[config.mk]
export PLATFORM = sky130hd
export DESIGN_NAME = instr_fetch_unit
export DESIGN_NICKNAME = d
export VERILOG_FILES = /design/src/rtl/instr_fetch_unit.sv
export SDC_FILE = /design/constraint.sdc
export NUM_CORES = 1
export LEC_CHECK = 0
export CAP_MARGIN = 40
export CORE_MARGIN = 10
export CORE_UTILIZATION = 50
export DETAILED_ROUTE_END_ITERATION = 10
export DONT_BUFFER_PORTS = 1
export PLACE_DENSITY_LB_ADDON = 0.1
export SYNTH_ARGS = -nofsm -noshare
export SYNTH_HDL_FRONTEND = slang
export SYNTH_SLANG_ARGS = --single-unit
[constraint.sdc]
create_clock -name clk -period 9.3 [get_ports clk]
set_input_delay 1.86 -clock clk [delete_from_list [all_inputs] [get_ports clk]]
set_output_delay 1.86 -clock clk [all_outputs]
set_load 0.1 [all_outputs]
[src/rtl/instr_fetch_unit.sv]
// ----------------------------------------------------------------------------
// instr_fetch_unit
//
// Fetch stage of a single-cycle core. Owns the PC, fetches one instruction
// word per instruction over a req/ack handshake with instruction memory, and
// holds that word for the decoder until the core signals advance. On advance
// the next PC is either pc_plus4 or the redirect target (pc_src). A target
// that is not 4-byte aligned parks the unit in a sticky FAULT state that only
// reset clears.
//
// Ports
//   clk, reset              rising-edge clock, asynchronous active-high reset
//   imem_req / imem_addr    fetch request and address (address == pc)
//   imem_ack / imem_rdata   memory response, consumed only while requesting
//   instr / instr_valid     held instruction and its valid flag
//   pc / pc_plus4           address of instr and its sequential successor
//   advance                 core retires instr this cycle
//   pc_src / pc_target      redirect select and target
//   misalign_fault          sticky misaligned-redirect flag
//   retired_count           instructions retired since reset (wraps)
// ----------------------------------------------------------------------------
module instr_fetch_unit #(
    parameter int unsigned           XLEN      = 32,
    parameter logic [XLEN-1:0]       RESET_PC  = 32'h0000_0000,
    parameter logic [31:0]           NOP_INSTR = 32'h0000_0013
) (
    input  logic            clk,
    input  logic            reset,
    output logic            imem_req,
    output logic [XLEN-1:0] imem_addr,
    input  logic            imem_ack,
    input  logic [31:0]     imem_rdata,
    output logic [31:0]     instr,
    output logic            instr_valid,
    output logic [XLEN-1:0] pc,
    output logic [XLEN-1:0] pc_plus4,
    input  logic            advance,
    input  logic            pc_src,
    input  logic [XLEN-1:0] pc_target,
    output logic            misalign_fault,
    output logic [31:0]     retired_count
);

    typedef enum logic [1:0] {
        ST_FETCH = 2'b00,
        ST_EXEC  = 2'b01,
        ST_FAULT = 2'b10
    } state_t;

    localparam logic [XLEN-1:0] PC_STEP = {{(XLEN-3){1'b0}}, 3'b100};

    state_t            state_q, state_d;
    logic              req_q, req_d;
    logic [XLEN-1:0]   pc_q, pc_d;
    logic [31:0]       instr_q, instr_d;
    logic              valid_q, valid_d;
    logic              fault_q, fault_d;
    logic [31:0]       count_q, count_d;

    logic [XLEN-1:0]   pc_plus4_s;
    logic [XLEN-1:0]   next_pc_s;

    assign pc_plus4_s = pc_q + PC_STEP;
    assign next_pc_s  = pc_src ? pc_target : pc_plus4_s;

    // Next-state and next-output computation for the fetch FSM.
    always_comb begin
        state_d = state_q;
        req_d   = req_q;
        pc_d    = pc_q;
        instr_d = instr_q;
        valid_d = valid_q;
        fault_d = fault_q;
        count_d = count_q;

        case (state_q)
            ST_FETCH: begin
                // req_q is low for the first cycle after reset, so an ack
                // there is not ours and is ignored.
                if (req_q && imem_ack) begin
                    instr_d = imem_rdata;
                    valid_d = 1'b1;
                    req_d   = 1'b0;
                    state_d = ST_EXEC;
                end else begin
                    req_d   = 1'b1;
                end
            end

            ST_EXEC: begin
                req_d = 1'b0;
                if (advance) begin
                    count_d = count_q + 32'd1;
                    valid_d = 1'b0;
                    // Only a redirect can be misaligned; pc_plus4 never is
                    // because pc itself is always aligned.
                    if (next_pc_s[1:0] == 2'b00) begin
                        pc_d    = next_pc_s;
                        instr_d = NOP_INSTR;
                        req_d   = 1'b1;
                        state_d = ST_FETCH;
                    end else begin
                        fault_d = 1'b1;
                        state_d = ST_FAULT;
                    end
                end else begin
                    state_d = ST_EXEC;
                end
            end

            ST_FAULT: begin
                req_d   = 1'b0;
                valid_d = 1'b0;
            end

            default: begin
                // Unreachable encoding: fail safe into the fault state.
                req_d   = 1'b0;
                valid_d = 1'b0;
                instr_d = NOP_INSTR;
                fault_d = 1'b1;
                state_d = ST_FAULT;
            end
        endcase
    end

    // State and output registers with asynchronous reset.
    always_ff @(posedge clk or posedge reset) begin
        if (reset) begin
            state_q <= ST_FETCH;
            req_q   <= 1'b0;
            pc_q    <= RESET_PC;
            instr_q <= NOP_INSTR;
            valid_q <= 1'b0;
            fault_q <= 1'b0;
            count_q <= 32'd0;
        end else begin
            state_q <= state_d;
            req_q   <= req_d;
            pc_q    <= pc_d;
            instr_q <= instr_d;
            valid_q <= valid_d;
            fault_q <= fault_d;
            count_q <= count_d;
        end
    end

    assign imem_req       = req_q;
    assign imem_addr      = pc_q;
    assign pc             = pc_q;
    assign pc_plus4       = pc_plus4_s;
    assign instr          = instr_q;
    assign instr_valid    = valid_q;
    assign misalign_fault = fault_q;
    assign retired_count  = count_q;

endmodule

# Word level (Yosys, flattened, before mapping)
# Cells that the tools add are included.
dict set report classes {
  n_eq_ne 6
  n_reduce_logical 10
  n_mux 19
  n_addsub 2
  bitwise_logic 2
}
# op n
set ops {}
lappend ops {{$mux W32} 4}
lappend ops {{$pmux W32 S3} 1}
lappend ops {{$add A32 B1 Y32 const B} 1}
lappend ops {{$add A32 B3 Y32 const B} 1}
lappend ops {{$ne A2 B2 Y1 const B} 4}
lappend ops {{$mux W1} 7}
lappend ops {{$mux W2} 3}
lappend ops {{$pmux W1 S2} 3}
lappend ops {{$pmux W2 S3} 1}
lappend ops {{$reduce_and A2 Y1} 3}
lappend ops {{$reduce_and A3 Y1} 2}
lappend ops {{$logic_not A2 Y1} 2}
lappend ops {{$reduce_and A4 Y1} 1}
lappend ops {{$eq A2 B1 Y1 const B} 1}
lappend ops {{$eq A2 B2 Y1 const B} 1}
lappend ops {{$not A1 Y1} 2}
lappend ops {{$reduce_or A2 Y1} 1}
lappend ops {{$logic_and A1 B1 Y1} 1}
dict set report totals {
  out_inout_bits 163
  input_bits 69
  elab_cells 46
  reg_bits 101
}

# Depth between registers and ports, before layout
# Gate-level depths: netlist (run 1).
dict set report depth {
  word_depth 6
  depth_mapped 7
  ltp_nobuf 5
}

# Worst setup path after synthesis (run 1)
# No wires, ideal clock.
dict set report synth_timing {
  kind {reg-to-output}
  start {register pc_q[3] (netlist: imem_addr[3])}
  end {output pc_plus4[24]}
  stages_incl_launch_ff 8
  slack_ps 3655
  required_time_ps 7440
  n_path_buf 2
  t_arrival_ps 3785
  cell_sequence {dfrtp_1 ha_1 nand4_1 nor3_1 buf_2 buf_4 nand3_1 xnor2_1}
}
dict set report synth_between {
  elab_chain_cells 1
}
# element line_no
set synth_lines {}
lappend synth_lines {{from (decl)} 54} ;# logic [XLEN-1:0] pc_q, pc_d;
lappend synth_lines {{from (signal assigned)} 140} ;# pc_q <= pc_d;
lappend synth_lines {{$add A32 B3 Y32} 63} ;# assign pc_plus4_s = pc_q + PC_STEP;
lappend synth_lines {{to (decl)} 36} ;# output logic [XLEN-1:0] pc_plus4,
# Every way passes these cells.

# Worst setup path after layout (run 1)
dict set report layout_timing {
  start {register pc_q[4] (netlist: imem_addr[4])}
  end {output pc_plus4[31]}
}
# The elaborated chain is that of the path after synthesis.

==> run summary, run 1 <==
Synthesis-stage register bit count -> 101
Reg2Reg Capture Point -> imem_addr[22]
Status -> finished, final reports clean
Total CTS buffers -> 9
Starting DRT DRC Count -> 433
Worst VDD drop -> 147 uV
Cell Count, Final, Fillers Out -> 861
Largest net degree at the start of global routing -> 63
First-pass GRT wire length -> 32000 um
Row count -> 39
Multi-input gate area -> 3030 um2
Crit end category -> output port
Clk slew on worst S/H paths -> 0.07 ns
Register Area -> 2570 um2
Core ar. -> 11500 um2
Initial antenna violation count -> 1
Min Hold Slack -> 0.543 ns
Hold Crit Class -> reg -> reg
Die height -> 129 um
Share of the synthesized area in the top cell type -> 41.6%
CP max FO -> 11
DR DRC count -> 0
Post-route fraction of the period consumed by the critical path -> 54.4%
CP Data Required Time -> 7.44 ns
Measured slew at the worst slew-check pin -> 0.953 ns
Top-count cell post-synth -> nand2_1
Initial Util -> 51.4%
First drt pass iteration count -> 7
Crit path time final -> 5.06 ns
GRT Resource Usage Total -> 24.1%
Post-synth top flop -> dfrtp_1
Post-CTS Resized -> 0
Synth area leader -> dfrtp_1
Sequential fraction of the synthesis area -> 42.9%
Overall power -> 862 uW
Post-Route Setup TNS -> 0 ns
Fill count -> 623
Synth area leaders -> dfrtp_1 42%, nand2_1 6.3%, buf_4 4.7%, xnor2_1 4.3%, xor2_1 4.2%
Setup-violating endpoint count in the final report -> 0
WL/cell -> 23.7 um
Dpl cell area -> 8720 um2
Setup CP Type -> reg -> out
Setup crit end -> pc_plus4[31]
Leak -> 0.00394 uW
Total wire length -> 20400 um
Mapped Cells -> 648
Max Slew Vio Count -> 0
Antenna Nets Post-Route -> 0
Placed insts -> 843
Max-Cap Viols -> 0
Worst Path Arrival -> 3.20 ns
CTS tree -> done
Hold path depth -> 1
CTS Buffer Depth -> 2
Die X -> 129 um
Port bufs -> 0
Final Hold Vio Count -> 0
Crit path launch type -> flip-flop
# nets final -> 783
Worst rel slew slack -> 36.3%
# IOs -> 232
Post-synth top cells -> 99 x nand2_1, 98 x dfrtp_1, 43 x o21ai_0
PwrDens -> 95.1 nW/um2
R2R setup slack -> 6.53 ns
Total gr overflow -> 0
Async SR Flop Fraction -> 100%
Proportion of layout cells with a drive suffix above 1 -> 34.2%
Area delta synth->final -> 53.8%
Via count -> 5221
Vias in the first global route -> 5571
Yosys Warn Count -> 0
Syn Area/Cell -> 9.10 um2
Die area -> 16500 um2
Placer Congestion -> 0.815
RSZ-0062 raised after global routing -> no
CTS root buffer -> clkbuf_16
Fmax -> 198 MHz
R2R Path Start -> imem_addr[21]
Synthesized area -> 5900 um2
Hpwl dp -> 15400 um
Post-synth EDFFs -> 0
Post-CTS Setup Repair Bufs -> 0
R2R cell count -> 5
Vias per cell -> 6.06
Cell area after layout -> 9070 um2
Clock Latency Late Sink -> 0.35 ns
Hold Buf Count CTS -> 0
CP startpoint -> imem_addr[4]
H-tree depth reported by CTS -> 3
Syn nets -> 719
Clk_skew -> 0.00700 ns
Yosys cell types -> 61
# clock sinks -> 101
-- worst max-delay path, stage by stage (launching register included) --
cell and delay (ns):
dfrtp_2 0.83, nand3_1 0.54, nor4_1 0.69, nand3_1 0.24, xnor2_2 0.21, buf_4 0.32
-- flip-flops by register name, summed over array words and instances (netlist names) --
register / count
imem_addr: 32
instr: 32
retired_count: 32
state_q: 2
imem_req: 1
instr_valid: 1
misalign_fault: 1
-- cell families (layout without fill, tap and decap cells) --
family,count (synthesis),count (layout),synth area share [%]
xor gates and xnor gates,57,57,8.47
DFF,101,101,42.9
buffers and inverters,100,169,9.34
AOI/OAI and AO/OA,99,99,11.1
adders and majority gates,2,2,0.424
and+or+nand+nor,276,276,25.4
muxes,13,13,2.31
other,0,1,0
-- cell type report --
type	count	share of cell area [%]
Tap cell	143	1.97
Sequential cell	101	28.4
Multi-Input combinational cell	447	33.4
Inverter	21	0.897
Clock buffer	11	2.79
Timing Repair Buffer	132	31.9
Antenna cell	1	0.0276
Clock inverter	5	0.718
-- routing by layer --
metal	vias to the layer above	GRT usage (%)	part of all wire [%]	wire [um]
met5	-	0	0	0
met4	0	7.60	2.3	467
met1	2581	27.6	38	7670
li1	2373	-	-	-
met2	233	41.5	52	10600
met3	34	8.17	8.1	1650
-- placed cells by master (no fill, tap or decap), drive strengths merged, types with 25 or more instances in the layout --
master | synthesis | routed
xor2 | 28 | 28
dfrtp | 98 | 98
nand2 | 99 | 99
o21ai | 45 | 45
nand4 | 25 | 25
nor2 | 25 | 25
nor3 | 27 | 27
xnor2 | 29 | 29
nand3 | 36 | 36
buf | 58 | 132
-- worst min path at each step --
stage / startpoint / endpoint / slack (ns)
floorplan: state_q[1] / instr_valid / 0.53
global placement: imem_addr[1] / imem_addr[1] / 0.52
detailed placement: imem_addr[0] / imem_addr[0] / 0.52
CTS: imem_addr[1] / imem_addr[1] / 0.54
global route: imem_addr[1] / imem_addr[1] / 0.56
finish: imem_addr[1] / imem_addr[1] / 0.54
-- power breakdown --
part / switching, uW / internal [uW] / total (uW)
sequential: 0.343 / 439 / 439
clock: 174 / 226 / 400
combinational: 16.0 / 6.40 / 22.4
total: 190 / 672 / 862
-- per-stage QoR --
| stage | worst slack [ns] | utilization [%] |
|---|---|---|
| 2_1_floorplan | 3.66 | - |
| 3_3_place_gp | 3.89 | 52.9 |
| 3_5_place_dp | 4.70 | 76.0 |
| 4_1_cts | 4.30 | 78.8 |
| 5_1_grt | 4.13 | 79.1 |
| 6_report | 4.24 | 79.1 |
Note: power is estimated with default switching activity, not from simulation.
==> run 2, diff against run 1 <==
- clock period: 9.3 -> 4.1 ns (I/O delays scaled with it)
==> run summary, run 2 (synthesized netlist as in run 1, its figures left out) <==
Crit path time final -> 3.61 ns
# IOs -> 232 (unchanged)
Crit path top cell by count -> buf_4
GRT Resource Usage Total -> 22.1% (-2.0 points)
Via count -> 5124 (-1.9%)
First drt pass iteration count -> 5 (-2)
Vias per cell -> 5.92 (-2.3%)
Starting DRT DRC Count -> 234 (-46%)
Initial Util -> 51.4% (unchanged)
Post-Route Setup TNS -> 0 ns (unchanged)
Total gr overflow -> 0 (unchanged)
CP max FO -> 8 (-3)
Gr busiest metal -> met2
Most common cell after layout, fill and taps aside -> nand2_1
First-pass GRT wire length -> 29200 um (-8.6%)
RSZ-0062 raised after global routing -> no
Largest net degree at the start of global routing -> 63 (unchanged)
Final WS setup -> 0.494 ns (-3.75 ns)
CTS root buffer -> clkbuf_16
Worst rel slew slack -> 40.3% (+4.0 points)
CP Cell Sequence -> buf_4 > nand3_1 > nor4_1 > xnor2_2 > buf_4
Total wire length -> 18800 um (-8.0%)
Setup-violating endpoint count in the final report -> 0 (unchanged)
Post-route fraction of the period consumed by the critical path -> 88.0%
Area delta synth->final -> 38.4%
Worst Path Arrival -> 2.79 ns (-0.41 ns)
M2 GR Usage -> 38.0% (-3.5 points)
Hold Crit Class -> in -> async
Measured slew at the worst slew-check pin -> 0.896 ns (-0.0571 ns)
Crit path launch type -> flip-flop
Clock Latency Late Sink -> 0.34 ns (about the same)
Vias in the first global route -> 5222 (-6.3%)
Final Hold Vio Count -> 0 (unchanged)
Total CTS buffers -> 9 (unchanged)
Clk slew on worst S/H paths -> 0.07 ns (about the same)
Core ar. -> 11500 um2 (unchanged)
Initial antenna violation count -> 1 (unchanged)
Cell Count, Final, Fillers Out -> 865 (+0.46%)
Clk_skew -> 0.00782 ns (+0.000826 ns)
GRT met1 Usage -> 25.4% (-2.2 points)
Proportion of layout cells with a drive suffix above 1 -> 34.5% (+0.37 points)
Crit-path max cell delay -> 0.71 ns (-0.12 ns)
Row count -> 39 (unchanged)
Die area -> 16500 um2 (unchanged)
Hold Buf Count CTS -> 0 (unchanged)
Max stage delay cell, worst path -> nor4_1
Port bufs -> 0 (unchanged)
Post-CTS Resized -> 0 (unchanged)
Die X -> 129 um (unchanged)
Crit end category -> output port
Leak -> 0.00363 uW (-7.9%)
H-tree depth reported by CTS -> 3 (unchanged)
PwrDens -> 229 nW/um2 (+140%)
R2R cell count -> 5 (unchanged)
Most frequent cells in the layout -> 99 x nand2_1, 83 x buf_4, 66 x dfrtp_1
Placer Congestion -> 0.860 (+5.4%)
Die height -> 129 um (unchanged)
DR DRC count -> 0 (unchanged)
Max Slew Vio Count -> 0 (unchanged)
WL/cell -> 21.7 um (-8.4%)
Hpwl dp -> 14300 um (-6.8%)
Max-Cap Viols -> 0 (unchanged)
Fmax -> 277 MHz
Setup CP Type -> reg -> out
CTS Buffer Depth -> 2 (unchanged)
# nets final -> 787 (+0.51%)
Placed insts -> 848 (+0.59%)
CP Data Required Time -> 3.28 ns (-4.16 ns)
Status -> finished, final reports clean
Pre-CTS setup slack -> 0.877 ns (-3.82 ns)
Post-CTS Setup Repair Bufs -> 0 (unchanged)
CTS tree -> done
Antenna Nets Post-Route -> 0 (unchanged)
Met3 usage -> 7.89% (-0.29 points)
# clock sinks -> 101 (unchanged)
Worst VDD drop -> 254 uV (+73%)
-- run 2: cell types whose count changed in the layout (fill, tap and decap cells not counted), sizes merged --
cell,before,now
bufinv,1,0
inv,22,21
buf,132,136
clkinv,3,5
-- run 2: worst max-delay path, delay by kind of cell (launching register included) --
family,cells,cell delay [ns]
XOR/XNOR,1,0.17
AND/OR/NAND/NOR,2,1.12
flip-flops,1,0.35
buffers and inverters,2,0.80
-- run 2: metrics by stage --
stage / area, um2 / hold slack [ns] / utilization (%) / total power [uW]
after floorplan: 6050 / 0.532 / - / 1060
after global placement: 6590 / 0.511 / 57.4 / 1060
after detailed placement: 7870 / 0.534 / 68.6 / 1070
after CTS: 8160 / 0.458 / 71.1 / 1880
after global routing: 8160 / 0.476 / 71.2 / 1930
final: 8160 / 0.435 / 71.2 / 1870
-- run 2: final timing paths --
| kind | start | to | slack, ns |
|---|---|---|---|
| max | imem_addr[7] | pc_plus4[18] | 0.49 |
| min | reset | retired_count[15] | 0.43 |
| max reg2reg | imem_addr[0] | imem_addr[19] | 1.40 |
| min reg2reg | retired_count[1] | retired_count[1] | 0.56 |
| max in group asynchronous | reset | instr[1] | 2.75 |
| min in group clk | retired_count[1] | retired_count[1] | 0.56 |
-- run 2: layout make-up --
class | count | area [um2]
clock inverters | 5 | 32.5
diodes | 1 | 2.50
clock buffers | 11 | 253
well taps | 143 | 179
flip-flops and latches | 101 | 2580
fillers | 814 | 3310
repair buffers | 136 | 2010
inverters | 21 | 81.3
multi-input cells | 447 | 3030
-- run 2: per-layer routing --
metal | vias to the layer above | part of all wire (%) | wire, um
li1 | 2364 | - | -
met3 | 25 | 8.7 | 1630
met5 | - | 0 | 0
met2 | 218 | 51 | 9660
met1 | 2517 | 38 | 7050
met4 | 0 | 2.3 | 441
-- run 2: where the power goes --
part | internal, uW | total [uW] | switching [uW]
clock network | 445 | 816 | 371
registers | 996 | 997 | 0.833
logic | 15.2 | 52.3 | 37.1
==> run 3, diff against run 2 <==
- MAX_ROUTING_LAYER: not set -> met4
==> run summary, run 3 (synthesized netlist as in run 1, its figures left out) <==
WL/cell -> 21.7 um (+0.12%)
Port bufs -> 0 (unchanged)
Most common cell after layout, fill and taps aside -> nand2_1
Worst rel slew slack -> 40.5% (+0.19 points)
Final Hold Vio Count -> 0 (unchanged)
Total CTS buffers -> 9 (unchanged)
Crit path launch type -> flip-flop
Worst Path Arrival -> 2.78 ns (about the same)
Crit end category -> output port
Proportion of layout cells with a drive suffix above 1 -> 34.5% (unchanged)
CTS root buffer -> clkbuf_16
Area delta synth->final -> 38.4% (unchanged)
# IOs -> 232 (unchanged)
Initial antenna violation count -> 1 (unchanged)
RSZ-0062 raised after global routing -> no
PwrDens -> 229 nW/um2 (about the same)
Placed insts -> 848 (unchanged)
Post-CTS Resized -> 0 (unchanged)
Hpwl dp -> 14300 um (unchanged)
# clock sinks -> 101 (unchanged)
Placer Congestion -> 0.873 (+1.6%)
First drt pass iteration count -> 5 (unchanged)
Largest net degree at the start of global routing -> 63 (unchanged)
Max-Cap Viols -> 0 (unchanged)
Fmax -> 278 MHz (+0.28%)
Max Slew Vio Count -> 0 (unchanged)
Total gr overflow -> 0 (unchanged)
DR DRC count -> 0 (unchanged)
Most frequent cells in the layout -> 99 x nand2_1, 83 x buf_4, 66 x dfrtp_1
Row count -> 39 (unchanged)
CTS tree -> done
H-tree depth reported by CTS -> 3 (unchanged)
R2R cell count -> 5 (unchanged)
Vias in the first global route -> 5234 (+0.23%)
Via count -> 5139 (+0.29%)
# nets final -> 787 (unchanged)
Total wire length -> 18800 um (+0.12%)
Crit path time final -> 3.60 ns (-0.0101 ns)
Initial Util -> 51.4% (unchanged)
Worst VDD drop -> 255 uV (+0.11%)
Fill count -> 814 (unchanged)
Post-Route Setup TNS -> 0 ns (unchanged)
Measured slew at the worst slew-check pin -> 0.893 ns (-0.00292 ns)
Cell Count, Final, Fillers Out -> 865 (unchanged)
CTS Buffer Depth -> 2 (unchanged)
Die area -> 16500 um2 (unchanged)
Final core occ -> 71.2% (unchanged)
Clk_skew -> 0.00882 ns (+0.000995 ns)
Setup-violating endpoint count in the final report -> 0 (unchanged)
Antenna Nets Post-Route -> 0 (unchanged)
CP max FO -> 8 (unchanged)
Status -> finished, final reports clean
Hold Crit Class -> in -> async
Starting DRT DRC Count -> 269 (+15%)
CP Data Required Time -> 3.28 ns (about the same)
Core ar. -> 11500 um2 (unchanged)
First-pass GRT wire length -> 29200 um (about the same)
Setup CP Type -> reg -> out
Die X -> 129 um (unchanged)
Post-CTS Setup Repair Bufs -> 0 (unchanged)
Clock Latency Late Sink -> 0.34 ns (about the same)
Leak -> 0.00363 uW (unchanged)
Clk slew on worst S/H paths -> 0.07 ns (about the same)
Vias per cell -> 5.94 (+0.29%)
Die height -> 129 um (unchanged)
GRT Resource Usage Total -> 22.8% (+0.69 points)
Post-route fraction of the period consumed by the critical path -> 87.7% (-0.25 points)
Hold Buf Count CTS -> 0 (unchanged)
-- run 3: cell counts in the layout (fill, tap and decap cells not counted) --
No cell type changed its count.
-- run 3: layer usage --
metal,global-route usage [%],wire length [um],up-vias
li1,-,-,2361
met2,37.9,9680,229
met4,6.35,406,0
met3,6.94,1570,30
met5,-,0,-
met1,26.1,7150,2519
-- run 3: final timing paths --
path / from / slack [ns] / to
worst max-delay path: imem_addr[7] / 0.50 / pc_plus4[18]
worst min-delay path: reset / 0.43 / retired_count[15]
worst max register to register: imem_addr[0] / 1.38 / imem_addr[19]
worst min register to register: retired_count[1] / 0.56 / retired_count[1]
max in group asynchronous: reset / 2.75 / instr[1]
min in group clk: retired_count[1] / 0.56 / retired_count[1]
-- run 3: final cells by class --
class                      instances  area, um2  share of cell area (%)
multi-input combinational        447       3030                    37.1
sequential                       101       2580                    31.6
timing repair buffer             136       2010                    24.6
clock buffer                      11        253                    3.10
tap                              143        179                    2.19
inverter                          21       81.3                   0.997
clock inverter                     5       32.5                   0.399
antenna                            1       2.50                  0.0307
-- run 3: metrics by stage --
stage | power [uW] | area [um2] | worst slack [ns] | hold WS [ns]
final | 1870 | 8160 | 0.504 | 0.433
after global routing | 1920 | 8160 | 0.241 | 0.476
after CTS | 1880 | 8160 | 0.497 | 0.458
after detailed placement | 1070 | 7870 | 0.877 | 0.534
after global placement | 1060 | 6590 | 0.917 | 0.511
after floorplan | 1060 | 6050 | 0.0980 | 0.532
-- run 3: power breakdown --
part	leakage [uW]	switching [uW]	internal (uW)
Sequential	0.00127	0.839	996
Clock	0.000146	373	445
Combinational	0.00221	37.1	15.2
-- run 3: critical path, stage by stage, from the launching register on --
cell	delay, ns
dfrtp_2	0.35
buf_4	0.49
nand3_1	0.40
nor4_1	0.70
xnor2_2	0.17
buf_4	0.31
